[src/rtl/naive_bus_rr_arbiter_pkg.sv]
// Shared helpers for the naive bus round-robin arbiter slice.
package naive_bus_rr_arbiter_pkg;

  // Pointer/index width for n masters, never narrower than one bit.
  function automatic int unsigned ptrWidth(input int unsigned n);
    return (n <= 2) ? 1 : $clog2(n);
  endfunction

endpackage

[src/rtl/naive_bus_rr_arbiter_rr_pick.sv]
// Combinational round-robin picker: first requester at or above ptr_i, wrapping.
module rr_pick
  import naive_bus_rr_arbiter_pkg::*;
#(
  parameter int unsigned N_MASTER = 3,
  parameter int unsigned PW       = ptrWidth(N_MASTER)
) (
  input  logic [N_MASTER-1:0] req_i,
  input  logic [PW-1:0]       ptr_i,
  output logic [N_MASTER-1:0] winOh_o,
  output logic [PW-1:0]       winIdx_o
);

  always_comb begin
    logic        found;
    logic [PW:0] pos;
    found    = 1'b0;
    pos      = '0;
    winOh_o  = '0;
    winIdx_o = '0;
    for (int k = 0; k < N_MASTER; k++) begin
      // Extra bit keeps ptr+k from overflowing before the explicit wrap.
      pos = {1'b0, ptr_i} + (PW+1)'(k);
      if (pos >= (PW+1)'(N_MASTER)) begin
        pos = pos - (PW+1)'(N_MASTER);
      end
      if (!found && req_i[pos[PW-1:0]]) begin
        found                  = 1'b1;
        winOh_o[pos[PW-1:0]]   = 1'b1;
        winIdx_o               = pos[PW-1:0];
      end
    end
  end

endmodule

[src/rtl/naive_bus_rr_arbiter.sv]
// Round-robin arbiter funnelling N_MASTER read/write masters onto one slave port.
module naive_bus_rr_arbiter
  import naive_bus_rr_arbiter_pkg::*;
#(
  parameter int unsigned N_MASTER = 3,
  parameter int unsigned AW       = 32,
  parameter int unsigned DW       = 32
) (
  input  logic                       clk,
  input  logic                       rstn,
  input  logic [N_MASTER-1:0]        m_rd_req,
  input  logic [N_MASTER*AW-1:0]     m_rd_addr,
  output logic [N_MASTER-1:0]        m_rd_gnt,
  output logic [N_MASTER*DW-1:0]     m_rd_data,
  input  logic [N_MASTER-1:0]        m_wr_req,
  input  logic [N_MASTER*AW-1:0]     m_wr_addr,
  input  logic [N_MASTER*DW/8-1:0]   m_wr_byte_en,
  input  logic [N_MASTER*DW-1:0]     m_wr_data,
  output logic [N_MASTER-1:0]        m_wr_gnt,
  output logic                       s_rd_req,
  output logic [AW-1:0]              s_rd_addr,
  input  logic                       s_rd_gnt,
  input  logic [DW-1:0]              s_rd_data,
  output logic                       s_wr_req,
  output logic [AW-1:0]              s_wr_addr,
  output logic [DW/8-1:0]            s_wr_byte_en,
  output logic [DW-1:0]              s_wr_data,
  input  logic                       s_wr_gnt
);

  localparam int unsigned PW = ptrWidth(N_MASTER);
  localparam int unsigned BW = DW / 8;

  logic [N_MASTER-1:0] reqVec;
  logic [N_MASTER-1:0] winOh;
  logic [PW-1:0]       winIdx;
  logic [PW-1:0]       ptr_q, ptr_d;
  logic [PW-1:0]       rdOwner_q, rdOwner_d;
  logic                rdOwnerVld_q, rdOwnerVld_d;
  logic                rdFire, wrFire;

  assign reqVec = m_rd_req | m_wr_req;

  rr_pick #(
    .N_MASTER (N_MASTER),
    .PW       (PW)
  ) u_pick (
    .req_i    (reqVec),
    .ptr_i    (ptr_q),
    .winOh_o  (winOh),
    .winIdx_o (winIdx)
  );

  // A winner with both requests pending sends its read first; its write wins a later cycle.
  always_comb begin
    s_rd_req     = 1'b0;
    s_rd_addr    = '0;
    s_wr_req     = 1'b0;
    s_wr_addr    = '0;
    s_wr_byte_en = '0;
    s_wr_data    = '0;
    m_rd_gnt     = '0;
    m_wr_gnt     = '0;
    if (rstn) begin
      for (int i = 0; i < N_MASTER; i++) begin
        if (winOh[i]) begin
          if (m_rd_req[i]) begin
            s_rd_req    = 1'b1;
            s_rd_addr   = m_rd_addr[i*AW +: AW];
            m_rd_gnt[i] = s_rd_gnt;
          end else begin
            s_wr_req     = 1'b1;
            s_wr_addr    = m_wr_addr[i*AW +: AW];
            s_wr_byte_en = m_wr_byte_en[i*BW +: BW];
            s_wr_data    = m_wr_data[i*DW +: DW];
            m_wr_gnt[i]  = s_wr_gnt;
          end
        end
      end
    end
  end

  assign rdFire = s_rd_req & s_rd_gnt;
  assign wrFire = s_wr_req & s_wr_gnt;

  always_comb begin
    ptr_d        = ptr_q;
    rdOwnerVld_d = rdFire;
    rdOwner_d    = rdFire ? winIdx : rdOwner_q;
    if (rdFire || wrFire) begin
      ptr_d = (winIdx == PW'(N_MASTER - 1)) ? '0 : winIdx + PW'(1);
    end
  end

  always_ff @(posedge clk or negedge rstn) begin
    if (!rstn) begin
      ptr_q        <= '0;
      rdOwner_q    <= '0;
      rdOwnerVld_q <= 1'b0;
    end else begin
      ptr_q        <= ptr_d;
      rdOwner_q    <= rdOwner_d;
      rdOwnerVld_q <= rdOwnerVld_d;
    end
  end

  // Slave read data lands one cycle after its grant, steered to whoever held that grant.
  always_comb begin
    m_rd_data = '0;
    for (int i = 0; i < N_MASTER; i++) begin
      if (rdOwnerVld_q && (rdOwner_q == PW'(i))) begin
        m_rd_data[i*DW +: DW] = s_rd_data;
      end
    end
  end

endmodule

[config.mk]
export PLATFORM = sky130hd
export DESIGN_NAME = naive_bus_rr_arbiter
export DESIGN_NICKNAME = d
export VERILOG_FILES = /design/src/rtl/naive_bus_rr_arbiter_pkg.sv /design/src/rtl/naive_bus_rr_arbiter_rr_pick.sv /design/src/rtl/naive_bus_rr_arbiter.sv
export SDC_FILE = /design/constraint.sdc
export NUM_CORES = 1
export LEC_CHECK = 0
export CORE_AREA = 2 2 214 216
export CTS_BUF_LIST = sky130_fd_sc_hd__clkbuf_4
export DETAILED_ROUTE_END_ITERATION = 10
export DIE_AREA = 0 0 216 218
export GPL_TIMING_DRIVEN = 0
export PLACE_DENSITY = 0.48
export SKIP_LAST_GASP = 1
export SYNTH_ARGS = -nofsm -noshare
export SYNTH_HDL_FRONTEND = slang
export SYNTH_SLANG_ARGS = --single-unit
export TNS_END_PERCENT = 5
[constraint.sdc]
create_clock -name clk -period 2.8 [get_ports clk]
set_input_delay 0.42 -clock clk [delete_from_list [all_inputs] [get_ports clk]]
set_output_delay 0.42 -clock clk [all_outputs]
set_load 0.02 [all_outputs]
==> impl_metrics.toml <==
[timing]
finalCriticalPeriod_ns = 3.52
hold_violations = 0
fin_setup_tns_ns = -71.62
setup_viol = 138
tightest_slew_ns = 0.766
worst_clock_skew_ns = 0.00569
fmax_mhz = 284
fin_ws_ns = -0.717
finalCritPeriodShare_pct = 126
slew_headroom_pct = 48.9
report.final.slew_viol_count = 0
grt_setup_unrepaired = "yes"

[outcome]
outcome = "finished with violations"
failed_checks = "negative setup slack"

[place]
dp.final_hpwl_um = 28400
dp_slack_ns = -2.41
portBuffers = 544
place_area_mm2 = 0.0107
routabilityCongestion = 0.877

[finish]
syn_to_final_growth_pct = 192
layout_common_cells = "clkdlybuf4s50_1, and2_1, inv_1"
final_common_cell = "clkdlybuf4s50_1"
nNetsFinal = 1656
design_area_mm2 = 0.0115
drive_gt1_share_pct = 24.0

[routing]
routedWlPerCell_um = 18.0
post-route-drc-count = 0
drt_wl_total_um = 34400
num_vias = 7600
drt-pass1-iter-count = 5
ant_nets = 0
vias_per_cell = 3.97
drtIter0Drc = 257

[logic_synthesis]
synth-simple-area-share_pct = 41.4
synth_edf_count = 0
synth_mux_area_share_pct = 1.14
ys.flop_type = "dfrtp_1"
ys_async_sr_fraction_pct = 100
avgSynthCellArea_um2 = 5.41
ys_types = 44
synth_xor_area_share_pct = 0
synth_warnings = 0
netlist_area_mm2 = 0.00395
ys_seq_area_share_pct = 3.17
ys_seq_elements = 5
synth_compound_area_share_pct = 38.1
synth_nets = 1076
synth_fa_ha_area_share_pct = 1.27
synth_top_family_by_area = "simple AND/OR/NAND/NOR gates"
syn-instance-count = 730

[cts]
cts_buffer_depth = 2
worst_skew_pair.late_latency_ns = 0.25
h-tree-depth = 1
cts_tree = "built"
cts.sinks = 5
cts_hold_buf = 0
clock-root-buffer = "clkbuf_4"
clk_pin_slew_ns = 0.05
cts_buffers = 3

[critical_path]
crit_buf_inv = 6
critPathCaptureType = "output port"
slowest_stage = "dfrtp_1"
cp_max_fo = 10
reg2reg_to = "rdOwner_q[1]"
cp.arrival_ns = 3.10
critPathTopFamily = "buffers and inverters"
rr_worst_depth = 10
cp_common_cell = "buf_4"
required_ns = 2.38
start_kind = "register"
crit_path_max_incr_delay_ns = 0.40
timing.rr.start = "ptr_q[0]"
r2r_slack_ns = 0.01
crit_type = "reg2out"
path_cells = "buf_6 -> ha_4 -> nor2b_1 -> a222oi_1 -> buf_4 -> o211a_4 -> o211ai_4 -> buf_12 -> buf_8 -> clkbuf_8 -> or3_1 -> a31oi_2 -> buf_4"

[floorplanning]
rows = 78
start_util_pct = 8.80
dieHeight_um = 218
die-area_mm2 = 0.0471
die_w_um = 216
ioPinCount = 546
fp.coreArea_mm2 = 0.0449

[global_routing]
grt_max_degree = 12
grt_pass1_vias = 7575
antenna_found_initial = 6
grt_overflow = 0
grt.total_usage_pct = 13.3
grt_pass1_wl_um = 47800

[power]
p_leak_nw = 4.30
power.density_mw_per_mm2 = 688
peakVddDrop_mv = 0.297

[hold_path]
hp-class = "in2async"

[job]
max_cap_viol_count = 0
-- how the worst max path moves through the flow --
stage,startpoint,to,slack (ns),cells past startpoint
after floorplan,ptr_q[0],s_wr_addr[12],-0.30,11
after global placement,m_rd_req[1],s_wr_data[3],-2.86,10
after detailed placement,m_rd_req[1],s_wr_data[2],-2.41,10
after CTS,ptr_q[1],s_wr_addr[6],-0.70,13
after global routing,ptr_q[1],s_wr_addr[8],-0.84,13
final,ptr_q[1],s_wr_data[29],-0.72,13
-- area by class of cell --
cell class	instances	area [um2]
inverters	78	293
fillers	5007	33400
clock buffers	4	30.0
diodes	3	7.51
repair buffers	576	5510
well taps	600	751
plain buffers	74	591
multi-input cells	572	4210
flip-flops and latches	5	125
-- cell families after synthesis --
family	Yosys count
muxes	4
buffers and inverters	153
AOI/OAI and AO/OA	264
and+or+nand+nor	300
DFF	5
adders and majority gates	4
-- stage by stage --
| stage | hold slack [ns] | cells | power, mW | util (%) |
|---|---|---|---|---|
| detailed placement | 0.558 | 1874 | 6.57 | 23.9 |
| floorplan | 0.124 | 730 | 3.64 | - |
| global placement | 0.551 | 1874 | 6.56 | 23.9 |
| CTS | 0.537 | 1903 | 7.56 | 25.1 |
| global route | 0.551 | 1912 | 8.45 | 25.6 |
| finish | 0.527 | 1912 | 7.92 | 25.6 |
-- state kept, by name, summed over array words and instances (netlist names) --
signal and flops:
rdOwner_q 2, rdOwnerVld_q 1, ptr_q 2
-- cells in the mapped netlist (4+ instances only) --
library cell	number	area share [%]
and2_1	96	15
nor2b_1	4	0.63
nor4b_1	4	0.89
nand2_1	73	6.9
dfrtp_1	5	3.2
a21oi_1	64	8.1
inv_1	78	7.4
a31oi_1	69	11
mux2_2	4	1.1
nand3_1	32	4.1
clkbuf_1	60	5.7
buf_2	12	1.5
or3_1	68	11
nor2_1	12	1.1
ha_1	4	1.3
o21ai_0	104	13
-- what timing repair did --
| action | in CTS | in global routing |
|---|---|---|
| pin swaps | 20 | 21 |
| cloned | 2 | 1 |
| setup buffers | 24 | 5 |
| setup endpoints to repair | 143 | 158 |
| resized for setup | 529 | 132 |
| hold endpoints to repair | 0 | 0 |
-- routing by layer --
layer  vias to the layer above  GRT usage, %  part of all wire [%]
li1                       3716             -                     -
met1                      3467          15.4                    40
met2                       369          24.6                    50
met3                        42          2.85                   7.1
met4                         6          3.81                   2.3
met5                         -             0                  0.12
-- power breakdown --
part | switching, mW | total [mW] | internal (mW)
combinational | 4.11 | 7.69 | 3.58
clock | 0.0316 | 0.0953 | 0.0637
sequential | 0.0291 | 0.131 | 0.102
total | 4.17 | 7.92 | 3.74
Note: power is estimated with default switching activity, not from simulation.
